[config.mk]
export PLATFORM = sky130hd
export DESIGN_NAME = instr_loader
export DESIGN_NICKNAME = d
export VERILOG_FILES = /design/src/rtl/mips_pkg.sv /design/src/rtl/byte_packer.sv /design/src/rtl/instr_loader.sv
export SDC_FILE = /design/constraint.sdc
export NUM_CORES = 1
export LEC_CHECK = 0
export CORE_AREA = 2 2 107 109
export CTS_BUF_LIST = sky130_fd_sc_hd__clkbuf_8 sky130_fd_sc_hd__clkbuf_16
export DETAILED_ROUTE_END_ITERATION = 7
export DIE_AREA = 0 0 109 111
export PLACE_DENSITY_LB_ADDON = 0.15
export SLEW_MARGIN = 20
export SYNTH_ARGS = -nofsm -noshare
export SYNTH_HDL_FRONTEND = slang
export SYNTH_SLANG_ARGS = --single-unit
[constraint.sdc]
create_clock -name clka -period 1.75 [get_ports clka]
set_input_delay 0.35 -clock clka [delete_from_list [all_inputs] [get_ports clka]]
set_output_delay 0.35 -clock clka [all_outputs]
set_load 0.01 [all_outputs]
[src/rtl/mips_pkg.sv]
// mips_pkg: shared loader state encoding and default command/halt values (CHECK only with LOADER_CHECKSUM_EN)
package mips_pkg;
    localparam logic [7:0]  START_CMD_DEF = 8'h01;
    localparam logic [31:0] HALT_WORD_DEF = 32'hFFFF_FFFF;
    typedef enum logic [2:0] {
        IDLE,
        ASSEMBLE,
        WRITE,
        DONE
`ifdef LOADER_CHECKSUM_EN
        ,
        CHECK
`endif
    } state_t;
endpackage

[src/rtl/byte_packer.sv]
// byte_packer: MSB-first byte shift register with a per-word byte index
module byte_packer #(
    parameter int WIDTH = 32
) (
    input  logic             clka,
    input  logic             rsta,
    input  logic             load,
    input  logic             clr,
    input  logic [7:0]       din,
    output logic [WIDTH-1:0] data,
    output logic             last
);
    localparam int N  = WIDTH / 8;
    localparam int IW = N > 1 ? $clog2(N) : 1;
    logic [IW-1:0] idx;
    assign last = idx == IW'(N - 1);
    // shift each byte in at the bottom so the first byte of a word ends at the top
    always_ff @(posedge clka) begin
        if (rsta) begin
            data <= '0;
            idx  <= '0;
        end else begin
            if (load) data <= (data << 8) | WIDTH'(din);
            if (clr || (load && last)) idx <= '0;
            else if (load) idx <= idx + 1'b1;
        end
    end
endmodule

[src/rtl/instr_loader.sv]
// instr_loader: byte-stream instruction RAM loader; LOADER_CHECKSUM_EN adds a trailing XOR checksum byte and chk_err
module instr_loader
    import mips_pkg::*;
#(
    parameter int                   RAM_WIDTH = 32,
    parameter int                   RAM_DEPTH = 2048,
    parameter logic [7:0]           START_CMD = START_CMD_DEF,
    parameter logic [RAM_WIDTH-1:0] HALT_WORD = RAM_WIDTH'(HALT_WORD_DEF)
) (
    input  logic                 clka,
    input  logic                 rsta,
    input  logic [7:0]           rx_data,
    input  logic                 rx_valid,
    output logic                 rx_ready,
    output logic [RAM_WIDTH-1:0] ram_addr,
    output logic [RAM_WIDTH-1:0] ram_wdata,
    output logic                 ram_we,
    output logic                 cpu_en,
    output logic                 load_done,
    output logic                 overflow,
    output logic [RAM_WIDTH-1:0] word_count
`ifdef LOADER_CHECKSUM_EN
    ,
    output logic                 chk_err
`endif
);
    localparam logic [RAM_WIDTH-1:0] LAST_ADDR = RAM_WIDTH'(RAM_DEPTH - 1);
`ifdef LOADER_CHECKSUM_EN
    localparam state_t HALT_NEXT = CHECK;
    logic [7:0] xsum, xsum_d;
`else
    localparam state_t HALT_NEXT = DONE;
`endif
    state_t state, state_d;
    logic fire, load, clr, last, ovf_d, err_d;
    logic [RAM_WIDTH-1:0] addr_d, count_d;

    byte_packer #(.WIDTH(RAM_WIDTH)) u_packer (
        .clka (clka),
        .rsta (rsta),
        .load (load),
        .clr  (clr),
        .din  (rx_data),
        .data (ram_wdata),
        .last (last)
    );

    // next state, counters and flags; registered outputs are derived from these next values
    always_comb begin
        fire = rx_valid && rx_ready;
        state_d = state;
        addr_d = ram_addr;
        count_d = word_count;
        ovf_d = overflow;
        load = 1'b0;
        clr = 1'b0;
`ifdef LOADER_CHECKSUM_EN
        xsum_d = xsum;
        err_d = chk_err;
`else
        err_d = 1'b0;
`endif
        case (state)
            IDLE, DONE: begin
                if (fire && rx_data == START_CMD) begin
                    state_d = ASSEMBLE;
                    addr_d = '0;
                    count_d = '0;
                    ovf_d = 1'b0;
                    clr = 1'b1;
`ifdef LOADER_CHECKSUM_EN
                    xsum_d = '0;
                    err_d = 1'b0;
`endif
                end
            end
            ASSEMBLE: begin
                if (fire) begin
                    load = 1'b1;
`ifdef LOADER_CHECKSUM_EN
                    xsum_d = xsum ^ rx_data;
`endif
                    if (last) state_d = WRITE;
                end
            end
            WRITE: begin
                addr_d = ram_addr + 1'b1;
                count_d = word_count + 1'b1;
                clr = 1'b1;
                if (ram_wdata == HALT_WORD) state_d = HALT_NEXT;
                else if (ram_addr == LAST_ADDR) begin
                    ovf_d = 1'b1;
                    state_d = DONE;
                end else state_d = ASSEMBLE;
            end
`ifdef LOADER_CHECKSUM_EN
            CHECK: begin
                if (fire) begin
                    err_d = rx_data != xsum;
                    state_d = DONE;
                end
            end
`endif
            default: state_d = IDLE;
        endcase
    end

    // state and output registers
    always_ff @(posedge clka) begin
        if (rsta) begin
            state <= IDLE;
            ram_addr <= '0;
            word_count <= '0;
            overflow <= 1'b0;
            load_done <= 1'b0;
            rx_ready <= 1'b0;
            ram_we <= 1'b0;
            cpu_en <= 1'b0;
`ifdef LOADER_CHECKSUM_EN
            xsum <= '0;
            chk_err <= 1'b0;
`endif
        end else begin
            state <= state_d;
            ram_addr <= addr_d;
            word_count <= count_d;
            overflow <= ovf_d;
            load_done <= state_d == DONE;
            rx_ready <= state_d != WRITE;
            ram_we <= state_d == WRITE;
            cpu_en <= state_d == DONE && !ovf_d && !err_d;
`ifdef LOADER_CHECKSUM_EN
            xsum <= xsum_d;
            chk_err <= err_d;
`endif
        end
    end
endmodule

==> impl_metrics.tcl, run 1 <==
set metrics [dict create \
    period_minus_slack_ps 1752 \
    dr.pass1.iters 4 \
    rows 39 \
    slowest_delay_ps 440 \
    nets 780 \
    insertion_delay_ps 340 \
    port_buffers 111 \
    cellLeakagePower_nw 3.088 \
    dieWidth_um 109 \
    die-area_um2 12100 \
    synth_nets 592 \
    cts_sinks 106 \
    slew_headroom_pct 64.07 \
    die_y_um 111 \
    drv_cap 0 \
    worst_setup_path_end_kind "flip-flop" \
    drive_gt1_share_pct 26.98 \
    htreeDepth 3 \
    rsz0062_at_grt "yes" \
    critPathKind "reg -> reg" \
    synthTopCellsByCount "106 x dfxtp_1, 98 x nand2_1, 69 x a21oi_1, 39 x nand3_1, 29 x nor2_1" \
    synth_top_area_share_pct 43.78 \
    nFillCells 913 \
    synth_most_common_cell "dfxtp_1" \
    finalCritPeriodShare_pct 100.1 \
    r2r_cells 4 \
    wl_per_cell_um 16.25 \
    path_clk_slew_ps 70 \
    drtIter0Drc 282 \
    synth_warnings 0 \
    power_density_nw_per_um2 612.4 \
    antennaDiodeCount 0 \
    critPathRequiredTime_ps 2020 \
    ys_types 60 \
    hold_path_depth 3 \
    cp_top_family "simple AND/OR/NAND/NOR gates" \
    cts_hold_buf 0 \
    area_growth_pct 54.62 \
    ys_seq_elements 106 \
    tightest_slew_ps 534.1 \
    synth_area_leaders "dfxtp_1 44%, nand2_1 7.6%, a21oi_1 7.1%, nand3_1 4.0%, nand4_1 3.6%" \
    vias 5127 \
    pre_cts_ws_ps -508.0 \
    holdWs_ps 314.2 \
    final_hold_viol_count 0 \
    cts_tree "done" \
    netlist_area_um2 4847 \
    vias_per_cell 5.609 \
    design.core.area_um2 11080 \
    ioPinCount 112 \
    peakVddDrop_v 0.0004067 \
    hold_class "in -> reg" \
    wl_mm 14.85 \
    finalWorstSetupSlack_ps -2.230 \
    crit_slowest_cell "or3b_4" \
    ant_nets 0 \
    reg2reg_slack_ps -2 \
    fin_skew_ps 6.899 \
    synth.largest_area_cell "dfxtp_1" \
    syn_inst 578 \
    maxClockFrequency_mhz 570.7 \
    synth-main-ff-cell "dfxtp_1" \
    cts_buffers 9 \
    slew_violations 0 \
    critPathMaxFanout 7 \
    cp-start-kind "flip-flop" \
    synth_edf_count 0 \
    grt_pass1_wl_mm 23.60 \
    cts-root-buf "clkbuf_16" \
    cp.arrival_ps 2030 \
    cp.depth 4 \
    ys_seq_area_share_pct 43.78 \
    grtUsageTotal_pct 24.19 \
    gr-total-overflow 0 \
    antenna_found_initial 0 \
    path_cells "or3b_4 > or3_4 > or3_4 > a21oi_2" \
    status "complete, but fails checks" \
    initial_core_util_pct 43.76 \
    cts_buffer_depth 2 \
    cp.buffers_inverters 0 \
    ys_async_sr_fraction_pct 0 \
    grt_pass1_vias 4955 \
    drc 0 \
    syn-mean-instance-area_um2 8.386 \
    setup_viol_count_final 1 \
    grt_max_degree 46 \
    violations "setup timing" \
    gp_congestion 0.8464 \
    path_common_cell "or3_4" \
    hpwlAfterDp_mm 10.21 \
]
## worst reg2reg max path, delay by kind of cell (launching register included)
family          cells  cell delay [ps]
simple gates        3             1180
flops               1              390
compound gates      1              120
## area by class of cell
| class | count | area (um^2) | share of cell area [%] |
|---|---|---|---|
| inverter | 6 | 22.52 | 0.3005 |
| timing repair buffer | 207 | 1962 | 26.18 |
| multi-input combinational | 436 | 2850 | 38.03 |
| clock buffer | 11 | 252.7 | 3.372 |
| tap | 143 | 178.9 | 2.387 |
| clock inverter | 5 | 52.55 | 0.7012 |
| sequential | 106 | 2176 | 29.03 |
## layer usage
| layer | track usage, % | wire [um] |
|---|---|---|
| met1 | 29.56 | 6305 |
| met2 | 41.57 | 7507 |
| met3 | 5.350 | 786 |
| met4 | 7.949 | 252 |
| met5 | 0 | 0 |
## stage by stage
step	TNS, ps	util (%)	power (mW)	cells	area, um^2
2_1_floorplan	-691.0	-	2.523	578	4923
5_1_grt	-478.7	67.66	4.733	914	7495
6_report	-2.230	67.66	4.590	914	7495
3_5_place_dp	-31770	61.20	2.580	886	6779
4_1_cts	0	65.14	4.622	908	7216
3_3_place_gp	-28500	61.20	2.578	886	6779
## worst paths after layout
| check | start | end |
|---|---|---|
| worst max-delay path | state[1]$_SDFF_PP0_ | ram_addr[9]$_SDFFE_PP0P_ |
| worst min-delay path | rx_data[0] | u_packer.data[0]$_SDFFE_PP0P_ |
| worst max register to register | state[1]$_SDFF_PP0_ | ram_addr[9]$_SDFFE_PP0P_ |
| worst min register to register | u_packer.data[29]$_SDFFE_PP0P_ | u_packer.data[29]$_SDFFE_PP0P_ |
## what timing repair did
| action | CTS | global route |
|---|---|---|
| hold endpoints to repair | 0 | 0 |
| endpoints found under the setup margin | 57 | 83 |
| gates resized for setup | 27 | 82 |
| pin swaps | 13 | 14 |
| cloned | 1 | 1 |
| setup buffers | 5 | 5 |
## flip-flops by register name (all words and copies together), names as in the netlist
name,cells
cpu_en,1
load_done,1
overflow,1
ram_addr,32
ram_we,1
rx_ready,1
state,3
u_packer.data,32
u_packer.idx,2
word_count,32
## where the power goes
| group | internal [mW] | switching [mW] |
|---|---|---|
| sequential | 2.40 | 0.00291 |
| combinational | 0.0462 | 0.0790 |
| clock | 1.18 | 0.881 |
| total | 3.63 | 0.963 |
## layout by cell type (no fill, tap or decap), types with 4 or more instances in the layout
cell             synthesis  routed
nand2_1                 98      94
buf_4                    0      85
clkdlybuf4s50_1          0      84
dfxtp_1                106      79
a21oi_1                 69      64
nand3_1                 39      37
nand4_1                 28      28
nor2_1                  29      27
dlymetal6s2s_1           0      21
o211ai_1                19      19
dfxtp_2                  0      19
and3_1                   9       9
clkbuf_16                0       9
o31ai_1                  8       8
dfxtp_4                  0       8
or3_1                   11       7
or2_2                   10       7
and2_1                   6       6
or4_1                    6       6
inv_1                    6       6
a31oi_1                  6       5
nor4_1                   6       5
nor3_1                   6       5
nand3b_1                 5       5
a21oi_2                  0       5
dlygate4sd2_1            0       5
buf_6                    0       5
buf_12                   0       5
nor4_4                   2       4
or3_4                    0       4
xor2_1                   4       4
and4_1                   6       4
o41ai_1                  7       4
o21ai_1                  1       4
o21ai_2                  0       4
## logic make-up after synthesis
family          synth area share, %
fa+ha+maj                    0.7745
buf+inv                       2.968
simple gates                  34.54
other cells                 0.07737
flops                         43.78
compound gates                16.29
mux                          0.6711
xor+xnor                     0.9034
No activity file was read; power rests on OpenSTA's default activity.
==> inputs of run 2 (changes only) <==
Settings changed: CTS_BUF_LIST sky130_fd_sc_hd__clkbuf_8 sky130_fd_sc_hd__clkbuf_16 to default.
==> results of run 2 <==
Same layout as run 1: the final DEF is identical, and so are final timing and power.
